### src/rtl/alarm_ringer_if.sv
// Signal bundle between the alarm-compare/key logic and the ringer.
// The master drives trigger and key pulses; the slave (ringer) drives buzzer and status.
interface alarm_ringer_if;
  logic [1:0] alarm_up;
  logic [4:0] key;
  logic       buzzer;
  logic       ringing;
  logic       snoozing;
  logic [1:0] tone_sel;

  modport master (
    output alarm_up, key,
    input  buzzer, ringing, snoozing, tone_sel
  );

  modport slave (
    input  alarm_up, key,
    output buzzer, ringing, snoozing, tone_sel
  );
endinterface

### src/rtl/alarm_ringer.sv
// Alarm ringer: plays a per-tone beat pattern on the buzzer pin, with stop,
// limited snooze, and auto-stop after a fixed number of beats.
//
// state    | meaning
// ---------+-----------------------------------------------------------
// S_IDLE   | silent, waiting for a trigger; keys ignored
// S_RING   | buzzer pattern playing for tone_q; counts beats to auto-stop
// S_SNOOZE | silent, counts snooze beats then re-enters S_RING
module alarm_ringer #(
  parameter int TONE1_DIV    = 25000,
  parameter int TONE2_DIV    = 16667,
  parameter int BEAT_CYC     = 12500000,
  parameter int RING_BEATS   = 120,
  parameter int SNOOZE_BEATS = 1200,
  parameter int MAX_SNOOZE   = 3
) (
  input  logic          clk,
  input  logic          rst,
  alarm_ringer_if.slave bus
);

  localparam int MAX_DIV   = (TONE1_DIV > TONE2_DIV) ? TONE1_DIV : TONE2_DIV;
  localparam int MAX_BEATS = (RING_BEATS > SNOOZE_BEATS) ? RING_BEATS : SNOOZE_BEATS;
  localparam int HW = (MAX_DIV > 1) ? $clog2(MAX_DIV) : 1;
  localparam int BW = (BEAT_CYC > 1) ? $clog2(BEAT_CYC) : 1;
  localparam int IW = (MAX_BEATS > 1) ? $clog2(MAX_BEATS) : 1;
  localparam int SW = (MAX_SNOOZE > 0) ? $clog2(MAX_SNOOZE + 1) : 1;

  localparam logic [HW-1:0] T1_LAST   = HW'(TONE1_DIV - 1);
  localparam logic [HW-1:0] T2_LAST   = HW'(TONE2_DIV - 1);
  localparam logic [BW-1:0] BEAT_LAST = BW'(BEAT_CYC - 1);
  localparam logic [IW-1:0] RING_LAST = IW'(RING_BEATS - 1);
  localparam logic [IW-1:0] SNZ_LAST  = IW'(SNOOZE_BEATS - 1);
  localparam logic [SW-1:0] SNZ_MAX   = SW'(MAX_SNOOZE);

  typedef enum logic [1:0] {
    S_IDLE   = 2'd0,
    S_RING   = 2'd1,
    S_SNOOZE = 2'd2
  } state_e;

  state_e        state_q, state_d;
  logic [1:0]    tone_q, tone_d;
  logic [HW-1:0] hcnt_q, hcnt_d;
  logic [BW-1:0] bcnt_q, bcnt_d;
  logic [IW-1:0] beat_q, beat_d;
  logic [SW-1:0] snz_q, snz_d;
  logic          buzzer_q, buzzer_d;
  logic          ringing_q, snoozing_q;

  logic          trig, stop_key, snz_key, to_idle, tone_on;
  logic [1:0]    new_tone;
  logic [HW-1:0] half_last;

  always_comb begin
    state_d  = state_q;
    tone_d   = tone_q;
    hcnt_d   = hcnt_q;
    bcnt_d   = bcnt_q;
    beat_d   = beat_q;
    snz_d    = snz_q;
    buzzer_d = 1'b0;
    to_idle  = 1'b0;

    trig      = |bus.alarm_up;
    new_tone  = bus.alarm_up[0] ? 2'd1 : 2'd2;
    stop_key  = |bus.key[3:0];
    snz_key   = bus.key[4];
    // tone 1 is silent on odd beats; tone 2 alternates pitch on odd beats
    tone_on   = (tone_q == 2'd2) || !beat_q[0];
    half_last = ((tone_q == 2'd2) && beat_q[0]) ? T2_LAST : T1_LAST;

    if (trig) begin
      state_d = S_RING;
      tone_d  = new_tone;
      hcnt_d  = '0;
      bcnt_d  = '0;
      beat_d  = '0;
      if (state_q == S_IDLE || tone_q != new_tone) snz_d = '0;
    end else begin
      case (state_q)
        S_RING: begin
          if (stop_key) begin
            to_idle = 1'b1;
          end else if (snz_key) begin
            if (snz_q == SNZ_MAX) begin
              to_idle = 1'b1;
            end else begin
              state_d = S_SNOOZE;
              snz_d   = snz_q + 1'b1;
              hcnt_d  = '0;
              bcnt_d  = '0;
              beat_d  = '0;
            end
          end else if (bcnt_q == BEAT_LAST) begin
            bcnt_d = '0;
            hcnt_d = '0;
            beat_d = beat_q + 1'b1;
            if (beat_q == RING_LAST) to_idle = 1'b1;
          end else begin
            bcnt_d = bcnt_q + 1'b1;
            if (tone_on) begin
              if (hcnt_q == half_last) begin
                hcnt_d   = '0;
                buzzer_d = ~buzzer_q;
              end else begin
                hcnt_d   = hcnt_q + 1'b1;
                buzzer_d = buzzer_q;
              end
            end else begin
              hcnt_d = '0;
            end
          end
        end
        S_SNOOZE: begin
          if (stop_key) begin
            to_idle = 1'b1;
          end else if (bcnt_q == BEAT_LAST) begin
            bcnt_d = '0;
            if (beat_q == SNZ_LAST) begin
              state_d = S_RING;
              beat_d  = '0;
              hcnt_d  = '0;
            end else begin
              beat_d = beat_q + 1'b1;
            end
          end else begin
            bcnt_d = bcnt_q + 1'b1;
          end
        end
        default: to_idle = 1'b1;
      endcase
    end

    if (to_idle) begin
      state_d  = S_IDLE;
      tone_d   = 2'd0;
      hcnt_d   = '0;
      bcnt_d   = '0;
      beat_d   = '0;
      buzzer_d = 1'b0;
    end
  end

  always_ff @(posedge clk) begin
    if (rst) begin
      state_q    <= S_IDLE;
      tone_q     <= 2'd0;
      hcnt_q     <= '0;
      bcnt_q     <= '0;
      beat_q     <= '0;
      snz_q      <= '0;
      buzzer_q   <= 1'b0;
      ringing_q  <= 1'b0;
      snoozing_q <= 1'b0;
    end else begin
      state_q    <= state_d;
      tone_q     <= tone_d;
      hcnt_q     <= hcnt_d;
      bcnt_q     <= bcnt_d;
      beat_q     <= beat_d;
      snz_q      <= snz_d;
      buzzer_q   <= buzzer_d;
      ringing_q  <= (state_d == S_RING);
      snoozing_q <= (state_d == S_SNOOZE);
    end
  end

  assign bus.buzzer   = buzzer_q;
  assign bus.ringing  = ringing_q;
  assign bus.snoozing = snoozing_q;
  assign bus.tone_sel = tone_q;

endmodule
### src/flat_wrapper.sv
// flat-port wrapper written by rule: the top's interface ports become plain ports
module alarm_ringer_flat 
#(
  parameter int TONE1_DIV    = 25000,
  parameter int TONE2_DIV    = 16667,
  parameter int BEAT_CYC     = 12500000,
  parameter int RING_BEATS   = 120,
  parameter int SNOOZE_BEATS = 1200,
  parameter int MAX_SNOOZE   = 3
)
  (clk, rst, bus_alarm_up, bus_key, bus_buzzer, bus_ringing, bus_snoozing, bus_tone_sel);
  alarm_ringer_if bus_i ();
  input  logic clk;
  input  logic rst;
  input wire logic [$bits(bus_i.alarm_up)-1:0] bus_alarm_up;
  input wire logic [$bits(bus_i.key)-1:0] bus_key;
  output wire logic [$bits(bus_i.buzzer)-1:0] bus_buzzer;
  output wire logic [$bits(bus_i.ringing)-1:0] bus_ringing;
  output wire logic [$bits(bus_i.snoozing)-1:0] bus_snoozing;
  output wire logic [$bits(bus_i.tone_sel)-1:0] bus_tone_sel;
  assign bus_i.alarm_up = bus_alarm_up;
  assign bus_i.key = bus_key;
  assign bus_buzzer = bus_i.buzzer;
  assign bus_ringing = bus_i.ringing;
  assign bus_snoozing = bus_i.snoozing;
  assign bus_tone_sel = bus_i.tone_sel;
  alarm_ringer #(.TONE1_DIV(TONE1_DIV), .TONE2_DIV(TONE2_DIV), .BEAT_CYC(BEAT_CYC), .RING_BEATS(RING_BEATS), .SNOOZE_BEATS(SNOOZE_BEATS), .MAX_SNOOZE(MAX_SNOOZE)) u_core (.clk(clk), .rst(rst), .bus(bus_i));
endmodule
### config.mk
export PLATFORM = sky130hd
export DESIGN_NAME = alarm_ringer_flat
export DESIGN_NICKNAME = d
export VERILOG_FILES = /design/src/rtl/alarm_ringer_if.sv /design/src/rtl/alarm_ringer.sv /design/src/flat_wrapper.sv
export SDC_FILE = /design/constraint.sdc
export NUM_CORES = 1
export LEC_CHECK = 0
export CORE_MARGIN = 10
export CORE_UTILIZATION = 56
export CTS_BUF_LIST = sky130_fd_sc_hd__clkbuf_8
export CTS_CLUSTER_DIAMETER = 40
export DETAILED_ROUTE_END_ITERATION = 10
export HOLD_SLACK_MARGIN = 0.1
export PLACE_DENSITY = 0.85
export SKIP_CTS_REPAIR_TIMING = 1
export SLEW_MARGIN = 20
export SYNTH_ARGS = -nofsm -noshare
export SYNTH_HDL_FRONTEND = slang
export SYNTH_SLANG_ARGS = --single-unit
### constraint.sdc
create_clock -name clk -period 2.45 [get_ports clk]
set_input_delay 0.735 -clock clk [delete_from_list [all_inputs] [get_ports clk]]
set_output_delay 0.735 -clock clk [all_outputs]
set_load 0.05 [all_outputs]
== Word-level counts from Yosys, hierarchy flattened ==
Index checks and enable logic that the tools add are counted.

* Flip-flop bits (word level): 59
* Latch bits: 0
* RAM bits: 0
* Memory bits (read-only): 0
* Bits of input ports: 9
* Output and inout port bits: 5
* Logic and storage cells: 102
* Memories kept: 0

* Add/sub/neg operators: 4
* Multipliers: 0
* Div/mod/pow operators: 0
* Order comparisons: 0
* Equal/unequal tests: 20
* Shifts and indexed selects: 0
* Multiplexer cells: 49
* Bitwise operators: 3
* Reductions and logical operators: 17

{| class="wikitable"
|+ Operators by type and width
! operator !! count
|-
| 2-to-1 mux 15 bit || 9
|-
| 2-to-1 mux 24 bit || 5
|-
| 2-to-1 mux 11 bit || 7
|-
| case mux 24 bit (2 select lines) || 1
|-
| 2-to-1 mux 2 bit || 15
|-
| case mux 15 bit (2 select lines) || 1
|-
| adder 24 x 1 -> 24 bit (second input constant) || 1
|-
| == test 24 bit (second input constant) || 1
|-
| case mux 11 bit (2 select lines) || 1
|-
| adder 15 x 1 -> 15 bit (second input constant) || 1
|-
| == test 15 bit || 1
|-
| 2-to-1 mux 14 bit || 1
|-
| AND reduction 6 bit || 2
|-
| OR reduction 12 bit || 1
|-
| adder 11 x 1 -> 11 bit (second input constant) || 1
|-
| == test 11 bit (second input constant) || 1
|-
| == test 11 x 7 -> 1 bit (second input constant) || 1
|-
| == test 2 bit (second input constant) || 4
|-
| inequality test 2 x 1 -> 1 bit (second input constant) || 4
|-
| OR reduction 4 bit || 2
|-
| 2-to-1 mux 1 bit || 7
|-
| inequality test 2 bit (second input constant) || 3
|-
| nonzero test 2 bit || 3
|-
| AND reduction 5 bit || 1
|-
| other kinds (14) || 19
|}

== Logic depth before layout (Yosys ltp) ==
* Word-level depth: 10
* Mapped depth: 10
* Depth with buffers taken out: 8

== Least setup slack after synthesis ==
No wires, ideal clock.

* Path kind: input port to flip-flop
* Start: input port bus_key[1]
* End: register u_core.bcnt_q[15]
* Library setup time: 0.064 ns
* Arrival time: 2.398 ns
* Data required time: 2.386 ns
* Setup slack: -0.012 ns
* Stages: 7
* Path buffers: 2
* Path through: or4_4 > o22ai_4 > nand2_2 > or4_1 > buf_2 > buf_6 > nor2_1

* Longest elaborated chain between the ends: 5
* Elaborated cells on any way between the ends: 9
* Classes of those cells: eq/ne (2); mux (4); reduce/logical (3)

{| class="wikitable"
|+ Ends and longest elaborated chain
! what !! RTL line !! source
|-
| start: declaration || flat_wrapper.sv:16 || <nowiki>input wire logic [$bits(bus_i.key)-1:0] bus_key;</nowiki>
|-
| OR reduction 4 bit (*) || alarm_ringer.sv:67 || <nowiki>stop_key = |bus.key[3:0];</nowiki>
|-
| 2-to-1 mux 1 bit (on tied branches) || alarm_ringer.sv:116, alarm_ringer.sv:83 ||
|-
| case mux 1 bit (2 select lines) || alarm_ringer.sv:81 || <nowiki>case (state_q)</nowiki>
|-
| 2-to-1 mux 1 bit || alarm_ringer.sv:73 || <nowiki>if (trig) begin</nowiki>
|-
| OR reduction 4 bit (no source line) || n/a ||
|-
| end signal: assignment || alarm_ringer.sv:160 || <nowiki>bcnt_q <= bcnt_d;</nowiki>
|-
| end: declaration || alarm_ringer.sv:45 || <nowiki>logic [BW-1:0] bcnt_q, bcnt_d;</nowiki>
|}

Every way passes the cells marked *; elsewhere a longest branch is shown, timed or not.
A chain may end at the register's enable or synchronous reset.

== Worst setup path after layout ==
* Start: input port bus_key[2]
* End: register u_core.bcnt_q[14]

Same word-level chain as after synthesis.

==> qor.yml <==
critPathKind: "in -> reg"
cts_tree: "done"
slew_headroom: 0.612
power.share.clock: 0.464
area_growth_pct: 26.8
synthesis.area_um2: 3200
synth_enable_flop_cells: 0
yosys_register_bits: 59
power.combinational.fraction: 0.094
diodes: 0
critical_path.max_fanout: 6
core_um2: 5510
synth.yosys.seq_area_share: 0.370
drtIter0Drc: 222
synth_area_per_cell_um2: 8.01
cts.path.max_buffers: 2
p_leak_nw: 1.36
synthCells: 399
die_x_um: 95.5
antenna_found_initial: 0
grt_pass1_vias: 2822
drive_above_1_share: 0.201
ir_drop_v: 0.000415
switching_share: 0.238
root_buffer: "clkbuf_8"
intPower_w: 0.00167
rows: 27
synth_nets: 415
layout_common_cells: "59 x dfxtp_1, 49 x nand2_1, 41 x nor2_1"
portBuffers: 13
final_common_cell: "dfxtp_1"
setup_viol: 0
via_per_inst: 6.10
crit_start: "bus_key[2]"
cp-end-kind: "flop"
cpPeakStageDelay_ns: 0.64
hold_start: "u_core.bcnt_q[0]$_SDFFE_PP0P_"
io_pins: 14
wl_per_cell_um: 16.3
seq_power_share: 0.441
ant_nets: 0
fin_crit_sh: 0.963
p_per_area_nw_per_um2: 542
grt_max_degree: 25
fill_cells: 353
cp_data_arrival_time_ns: 2.64
numCtsBuffers: 9
firstDrtPassIters: 5
crit_top_cell: "or4_4"
drv_cap: 0
r2r_start: "u_core.state_q[1]$_SDFF_PP0_"
required_ns: 2.73
drc_errors: 0
wl_mm: 8.48
crit_family: "simple AND/OR/NAND/NOR gates"
hold_violations: 0
fin_nets: 459
worst_slew_pin_slew_ns: 0.577
place.gp.congestion: 0.917
fin_skew_ns: 0.0100
hold_path_class: "reg -> reg"
die_h_um: 95.5
p_sw_w: 0.000522
start_util: 0.580
cts_max_level: 3
ys_warn_count: 0
clk_latency_ns: 0.35
rsz0062_at_grt: "no"
ys_types: 51
grt_pass1_wl_mm: 12.7
track_usage: 0.173
fmax_ghz: 0.424
clock_sinks: 59
clk_pin_slew_ns: 0.06
slew_violations: 0
cp_num_buf_inv: 2
async_flop_share: 0
min_period_ns: 2.36
vias: 3173
start_kind: "input pin"
ys.flop_type: "dfxtp_1"
grt_overflow_total: 0
crit_slowest_cell: "or4_4"
setup_tns_ns: 0
finalHoldWorstSlack_ns: 0.463
status: "complete, no violations"
worstPathCellList: "dlymetal6s2s_1, or4_4, o22ai_4, nand2_2, or4_4, clkbuf_16, nor2_2"
dpl.hpwl_mm: 5.39
fp.dieArea_um2: 9130
## per-layer routing
metal / vias to the layer above / routed length, um / GRT usage
li1: 1522 / - / -
met1: 1497 / 3470 / 0.204
met2: 127 / 4320 / 0.281
met3: 27 / 465 / 0.0432
met4: 0 / 221 / 0.0946
met5: - / 0 / 0
## Yosys cell counts (2+ instances only)
| master | n | share of area |
|---|---|---|
| nand4_1 | 14 | 0.027 |
| a31oi_1 | 13 | 0.025 |
| buf_2 | 8 | 0.013 |
| and4b_1 | 2 | 0.0063 |
| nor2b_1 | 3 | 0.0059 |
| nor4b_1 | 3 | 0.0082 |
| or2_2 | 2 | 0.0039 |
| and2_1 | 5 | 0.0098 |
| and3_1 | 8 | 0.016 |
| nand2_1 | 49 | 0.058 |
| o22a_1 | 2 | 0.0055 |
| buf_6 | 2 | 0.0070 |
| nand3b_1 | 3 | 0.0070 |
| nand2b_1 | 4 | 0.0078 |
| a21oi_1 | 12 | 0.019 |
| ha_1 | 7 | 0.027 |
| o21ai_0 | 9 | 0.014 |
| or3_1 | 3 | 0.0059 |
| nor4_2 | 2 | 0.0078 |
| and4_1 | 8 | 0.022 |
| nand3_1 | 28 | 0.044 |
| nand4b_1 | 2 | 0.0055 |
| nor3_1 | 15 | 0.023 |
| nor2_1 | 54 | 0.063 |
| clkbuf_1 | 6 | 0.0070 |
| nor3b_1 | 4 | 0.0094 |
| xnor2_1 | 14 | 0.038 |
| dfxtp_1 | 59 | 0.37 |
| xor2_1 | 18 | 0.049 |
| nor4_1 | 14 | 0.027 |
| inv_1 | 6 | 0.0070 |
## metrics by stage
stage / utilization / instance area [um2] / total power (W) / std cells / setup slack, ns
after floorplan: - / 3200 / 0.00110 / 399 / 0.0104
after global placement: 0.651 / 3580 / 0.00117 / 499 / -0.449
after detailed placement: 0.651 / 3580 / 0.00117 / 499 / -0.525
after CTS: 0.692 / 3810 / 0.00218 / 515 / -0.167
after global routing: 0.736 / 4050 / 0.00226 / 520 / 0.0229
final: 0.736 / 4050 / 0.00219 / 520 / 0.0899
## power by group through the flow
stage | Clock [W] | Sequential (W) | Combinational, W
after global placement | 0 | 0.000990 | 0.000180
after CTS | 0.00103 | 0.000968 | 0.000187
final | 0.00102 | 0.000969 | 0.000207
after floorplan | 0 | 0.00100 | 0.0000967
after detailed placement | 0 | 0.000990 | 0.000184
after global routing | 0.00107 | 0.000969 | 0.000221
## sequential cells by signal, summed over array words and instances, names as in the netlist, 2 cells and up
register,count
u_core.beat_q,11
u_core.hcnt_q,15
u_core.bcnt_q,24
u_core.state_q,2
u_core.snz_q,2
u_core.bus.tone_sel,2
## worst paths after layout
kind | to | slack (ns) | depth (start not counted)
hold reg to reg | u_core.bcnt_q[0]$_SDFFE_PP0P_ | 0.46 | 1
hold / removal | u_core.bcnt_q[0]$_SDFFE_PP0P_ | 0.46 | 1
setup / recovery | u_core.bcnt_q[14]$_SDFFE_PP0P_ | 0.09 | 7
setup reg to reg | u_core.bcnt_q[14]$_SDFFE_PP0P_ | 0.15 | 8
## kinds of logic after synthesis
logic type                 share of synthesized area
buffers and inverters                         0.0348
muxes                                        0.00313
DFF                                            0.370
AOI/OAI and AO/OA                             0.0901
xor gates and xnor gates                      0.0877
and+or+nand+nor                                0.387
adders and majority gates                     0.0274
## worst register-to-register path: stages, from the launching register on
cell and delay [ns]:
dfxtp_1 0.41, inv_1 0.09, ha_1 0.30, and3_1 0.28
o22ai_4 0.13, nand2_2 0.09, or4_4 0.64, clkbuf_16 0.21
nor2_2 0.10
## final cells by class
type                       instances  area (um2)  area share
inverter                           6        22.5     0.00556
timing repair buffer              50         482       0.119
sequential                        59        1180       0.292
clock inverter                     5        75.1      0.0185
multi-input combinational        317        2050       0.506
tap                               72        90.1      0.0222
clock buffer                      11         151      0.0374
No activity file was read; power rests on OpenSTA's default activity.
